--- src/rtl/uart_tx_arbiter.sv ---
// -----------------------------------------------------------------------------
// uart_tx_arbiter
//
// Round-robin arbiter that shares one UART transmitter byte interface between
// NUM_REQ requesters. In IDLE it picks the next requesting client after the
// last one served, captures that client's byte, pulses tx_start and ack, and
// then waits for the transmitter's tx_done pulse before arbitrating again.
//
// Optional feature macro: UART_ARB_TIMEOUT_EN
//   When defined, a 16-bit watchdog aborts a frame that has not finished
//   within TIMEOUT_CYC cycles and pulses timeout_err. When undefined, no
//   counter exists, timeout_err is constant 0, and the arbiter waits
//   indefinitely for tx_done.
//
// Ports:
//   clk          system clock, all logic on posedge
//   rst_n        asynchronous active-low reset
//   req          per-requester send request (level)
//   req_data     byte of requester i at [i*DATA_W +: DATA_W]
//   ack          one-hot, one-cycle pulse: byte of requester i captured
//   tx_data      byte presented to the transmitter, held until next launch
//   tx_start     one-cycle launch strobe to the transmitter
//   tx_busy      transmitter is shifting a frame
//   tx_done      one-cycle pulse: frame (including stop bits) finished
//   active_id    index of the current or last granted requester
//   busy         high in any state except IDLE
//   timeout_err  one-cycle pulse on watchdog abort
// -----------------------------------------------------------------------------
module uart_tx_arbiter #(
  parameter int NUM_REQ     = 4,
  parameter int DATA_W      = 8,
  parameter int TIMEOUT_CYC = 65535,
  localparam int IDW        = (NUM_REQ > 1) ? $clog2(NUM_REQ) : 1
) (
  input  logic                      clk,
  input  logic                      rst_n,
  input  logic [NUM_REQ-1:0]        req,
  input  logic [NUM_REQ*DATA_W-1:0] req_data,
  output logic [NUM_REQ-1:0]        ack,
  output logic [DATA_W-1:0]         tx_data,
  output logic                      tx_start,
  input  logic                      tx_busy,
  input  logic                      tx_done,
  output logic [IDW-1:0]            active_id,
  output logic                      busy,
  output logic                      timeout_err
);

  typedef enum logic [1:0] {
    IDLE,
    WAIT_BUSY,
    WAIT_DONE
  } state_t;

  state_t         state;
  logic [IDW-1:0] last_id;
  logic [IDW-1:0] win_id;
  logic           win_valid;
  logic           timeout_hit;

  // Round-robin search: start one past the last served requester and wrap.
  always_comb begin
    // NOTE: every always_comb output gets a default first so no path leaves it
    // unassigned, which would otherwise infer a latch.
    logic [IDW-1:0] idx;
    idx       = '0;
    win_id    = '0;
    win_valid = 1'b0;
    for (int k = 1; k <= NUM_REQ; k++) begin
      idx = IDW'((int'(last_id) + k) % NUM_REQ);
      if (!win_valid && req[idx]) begin
        win_valid = 1'b1;
        win_id    = idx;
      end
    end
  end

  // Main FSM; all outputs are registered.
  always_ff @(posedge clk or negedge rst_n) begin
    if (!rst_n) begin
      state     <= IDLE;
      last_id   <= IDW'(NUM_REQ - 1);
      active_id <= '0;
      tx_data   <= '0;
      ack       <= '0;
      tx_start  <= 1'b0;
      busy      <= 1'b0;
    end else begin
      // NOTE: non-blocking assignments for all state so every register samples
      // the pre-edge values, independent of statement order.
      ack      <= '0;
      tx_start <= 1'b0;
      unique case (state)
        IDLE: begin
          if (win_valid && !tx_busy) begin
            tx_data   <= req_data[int'(win_id)*DATA_W +: DATA_W];
            active_id <= win_id;
            ack       <= {{(NUM_REQ-1){1'b0}}, 1'b1} << win_id;
            tx_start  <= 1'b1;
            busy      <= 1'b1;
            state     <= WAIT_BUSY;
          end
        end
        WAIT_BUSY: begin
          // A fast transmitter may finish before we ever see tx_busy;
          // tx_done therefore wins over tx_busy.
          if (tx_done || timeout_hit) begin
            last_id <= active_id;
            busy    <= 1'b0;
            state   <= IDLE;
          end else if (tx_busy) begin
            state <= WAIT_DONE;
          end
        end
        WAIT_DONE: begin
          if (tx_done || timeout_hit) begin
            last_id <= active_id;
            busy    <= 1'b0;
            state   <= IDLE;
          end
        end
        default: begin
          busy  <= 1'b0;
          state <= IDLE;
        end
      endcase
    end
  end

`ifdef UART_ARB_TIMEOUT_EN
  localparam logic [15:0] TIMEOUT_LAST = 16'(TIMEOUT_CYC - 1);

  logic [15:0] wait_cnt;
  logic        timeout_q;

  // wait_cnt is 0 in the first waiting cycle, so the abort edge is the end of
  // the TIMEOUT_CYC-th cycle spent in WAIT_BUSY/WAIT_DONE.
  assign timeout_hit = (state != IDLE) && (wait_cnt == TIMEOUT_LAST);

  always_ff @(posedge clk or negedge rst_n) begin
    if (!rst_n) begin
      wait_cnt  <= '0;
      timeout_q <= 1'b0;
    end else begin
      // A tx_done coinciding with the timeout completes the frame normally.
      timeout_q <= timeout_hit && !tx_done;
      if (state == IDLE) begin
        wait_cnt <= '0;
      end else begin
        wait_cnt <= wait_cnt + 16'd1;
      end
    end
  end

  assign timeout_err = timeout_q;
`else
  logic unused_timeout_cfg;
  assign unused_timeout_cfg = ^TIMEOUT_CYC;
  assign timeout_hit        = 1'b0;
  assign timeout_err        = 1'b0;
`endif

endmodule
--- config.mk ---
export PLATFORM = sky130hd
export DESIGN_NAME = uart_tx_arbiter
export DESIGN_NICKNAME = d
export VERILOG_FILES = /design/src/rtl/uart_tx_arbiter.sv
export SDC_FILE = /design/constraint.sdc
export NUM_CORES = 1
export LEC_CHECK = 0
export ABC_AREA = 1
export CAP_MARGIN = 5
export CORE_MARGIN = 3
export CORE_UTILIZATION = 45
export CTS_CLUSTER_SIZE = 14
export DETAILED_ROUTE_END_ITERATION = 10
export GPL_TIMING_DRIVEN = 0
export HOLD_SLACK_MARGIN = 0.05
export PLACE_DENSITY = 0.8
export SYNTH_ARGS = -nofsm -noshare
export SYNTH_HDL_FRONTEND = slang
export SYNTH_SLANG_ARGS = --single-unit
--- constraint.sdc ---
create_clock -name clk -period 2.4 [get_ports clk]
set_input_delay 0.36 -clock clk [delete_from_list [all_inputs] [get_ports clk]]
set_output_delay 0.36 -clock clk [all_outputs]
set_load 0.02 [all_outputs]
==> impl_metrics.json <==
{
  "drc_errors": 0,
  "worst_pin_slew_ns": 0.900,
  "path_common_cell": "nand2_2",
  "wl_per_cell_um": 12.0,
  "cts_hold_buf": 0,
  "ctsResizeCount": 0,
  "synth_top_family_by_area": "simple AND/OR/NAND/NOR gates",
  "clkSlewWorstSetupHoldPaths_ns": 0.11,
  "rsz0062_at_grt": "false",
  "period_share_pct": 88.1,
  "max_stage_delay_ns": 0.54,
  "hold_path_end": "busy",
  "drt_iter0_drc": 62,
  "worstSetupStartpointType": "flop",
  "start_util_pct": 47.9,
  "syn_area_per_cell_um2": 7.71,
  "die_h_um": 66.3,
  "r2r-end": "tx_data[7]",
  "r2r_slack_ns": 0.28,
  "io_buffers": 55,
  "powerDensity_nw_per_um2": 1460,
  "whs_path_depth": 2,
  "postPlaceCellArea_um2": 2240,
  "htree_levels": 1,
  "path_buf_inv": 3,
  "grt_overflow_total": 0,
  "slew_viol_final": 0,
  "path_class": "reg2reg",
  "hp-start": "busy",
  "grt_pass1_vias": 1401,
  "yosysSeqAreaShare_pct": 30.8,
  "cts_tree": "yes",
  "clk_latency_ns": 0.31,
  "crit_slowest_cell": "dfstp_2",
  "synth_fp_nets": 255,
  "drive_gt1_share_pct": 21.8,
  "row_count": 21,
  "hold_viol": 0,
  "reg2reg_from": "last_id[0]",
  "vias": 1513,
  "layout_commonest_cell": "nand2_1",
  "async_flop_share_pct": 100,
  "crit_fanout": 10,
  "fp.dieArea_um2": 4390,
  "status": "complete, no violations",
  "syn_inst": 212,
  "leakagePower_nw": 1.06,
  "clock_path_buffers": 2,
  "yosys.area_share.xor_xnor_pct": 0,
  "setup-violations-final": 0,
  "drt_first_pass_iters": 4,
  "clock_skew_ns": 0.00346,
  "ant_nets": 0,
  "cts_inserted_buffers": 3,
  "final_cell_mix": "nand2_1 (56), clkdlybuf4s50_1 (55), nand4_1 (19)",
  "synthesis.area_um2": 1640,
  "synth_flop_cell": "dfrtp_1",
  "worstPathCellList": "buf_6 -> inv_8 -> nand2_2 -> nand2_2 -> nand2_4 -> nand2_4 -> nand2_1 -> nand2_1 -> nand2_2 -> nand3_4 -> buf_8 -> nand2_2 -> nand3_1 -> nand2_1 -> nor2_2",
  "clock-sinks": 20,
  "drt-total-wl_mm": 3.79,
  "synthSimpleGateAreaFrac_pct": 53.0,
  "fin_nets": 315,
  "dp_hpwl_mm": 3.01,
  "synth_fa_ha_area_share_pct": 2.30,
  "end_kind": "flop",
  "required_ns": 2.62,
  "whs_ns": 0.519,
  "power.total_mw": 3.35,
  "synthMuxAreaShare_pct": 0,
  "slew_headroom_pct": 39.8,
  "worstRegToRegCells": 15,
  "synthToLayoutAreaGrowth_pct": 40.4,
  "n_fill_cell": 291,
  "final_cell_area_um2": 2300,
  "tns_ns": 0,
  "grt_util_all_layers_pct": 19.0,
  "fin_crit_ns": 2.12,
  "antenna_cells": 0,
  "utilization_pct": 67.2,
  "synth_edf_count": 0,
  "grt_first_pass_wirelength_mm": 6.33,
  "arrival_ns": 2.33,
  "fp.coreArea_um2": 3420,
  "synth_warnings": 0,
  "hp-class": "reg2reg",
  "via_per_inst": 4.77,
  "postCtsSetupRepairBufs": 0,
  "antenna_found_initial": 0,
  "synth-compound-area-share_pct": 4.44,
  "grt_max_degree": 21,
  "ios": 57,
  "cts_root_buf": "clkbuf_4",
  "ys_seq_elements": 20,
  "die_x_um": 66.3,
  "ys_types": 34,
  "vdd_drop_max_uv": 847,
  "maxCapViolCount": 0,
  "gp_congestion": 0.824,
  "crit_family": "simple AND/OR/NAND/NOR gates",
  "max_freq_mhz": 473
}
tightest hold or removal path, cell delays in order, from the launching register on:
cell	delay (ns)
dfrtp_1	0.36
nand2_1	0.05
o21ai_0	0.07
cells in the mapped netlist (all sizes together), types with 2 or more instances:
cell type,instances,share of area (%)
nand2,79,25
nor2,23,8.0
nand4,20,8.6
dfrtp,18,28
inv,18,4.7
nand3,17,8.1
o21ai,10,3.3
buf,8,4.3
or2,8,3.1
ha,3,2.3
dfstp,2,3.2
where the power goes:
part / leakage (nW) / internal (mW) / total (mW) / switching [mW]
Combinational: 0.792 / 0.987 / 2.50 / 1.52
Sequential: 0.240 / 0.504 / 0.569 / 0.0648
Clock: 0.0279 / 0.169 / 0.278 / 0.109
Total: 1.06 / 1.66 / 3.35 / 1.69
state kept, by name, indices dropped and copies added, names as in the netlist:
name / flops
ack: 4
last_id: 2
state: 2
tx_start: 1
active_id: 2
tx_data: 8
busy: 1
cells by family after synthesis:
group,after synthesis
AND/OR/NAND/NOR,148
adder cells (fa/ha/maj),3
AO/OA/AOI/OAI,13
flip-flops,20
other,1
buffers and inverters,27
how the worst max path moves through the flow:
stage,startpoint,endpoint,cells past startpoint
final,last_id[0],tx_data[7],15
after floorplan,last_id[0],tx_data[4],14
after global routing,last_id[0],tx_data[3],15
after detailed placement,req[1],tx_data[5],13
after CTS,last_id[0],tx_data[7],15
after global placement,req[1],tx_data[5],13
area by class of cell:
type,instances,area (um2),share of cell area [%]
Buffer,8,70.1,3.05
Timing Repair Buffer,55,551,24.0
Sequential cell,20,503,21.9
Clock buffer,3,22.5,0.981
Tap cell,46,57.6,2.51
Clock inverter,1,30.0,1.31
Multi-Input combinational cell,165,981,42.7
Inverter,19,81.3,3.54
through the flow:
stage / cells / setup WS, ns
after CTS: 317 / 0.275
after global placement: 313 / 0.0934
final: 317 / 0.285
after detailed placement: 313 / 0.0756
after floorplan: 212 / 0.511
after global routing: 317 / 0.0953
metal layers:
metal | vias up | track usage, % | share of wire, %
met4 | 0 | 5.33 | 0.95
met5 | - | 0 | 0
li1 | 805 | - | -
met1 | 675 | 25.3 | 44
met2 | 29 | 30.2 | 50
met3 | 4 | 4.76 | 4.7
No activity file was read; power rests on OpenSTA's default activity.
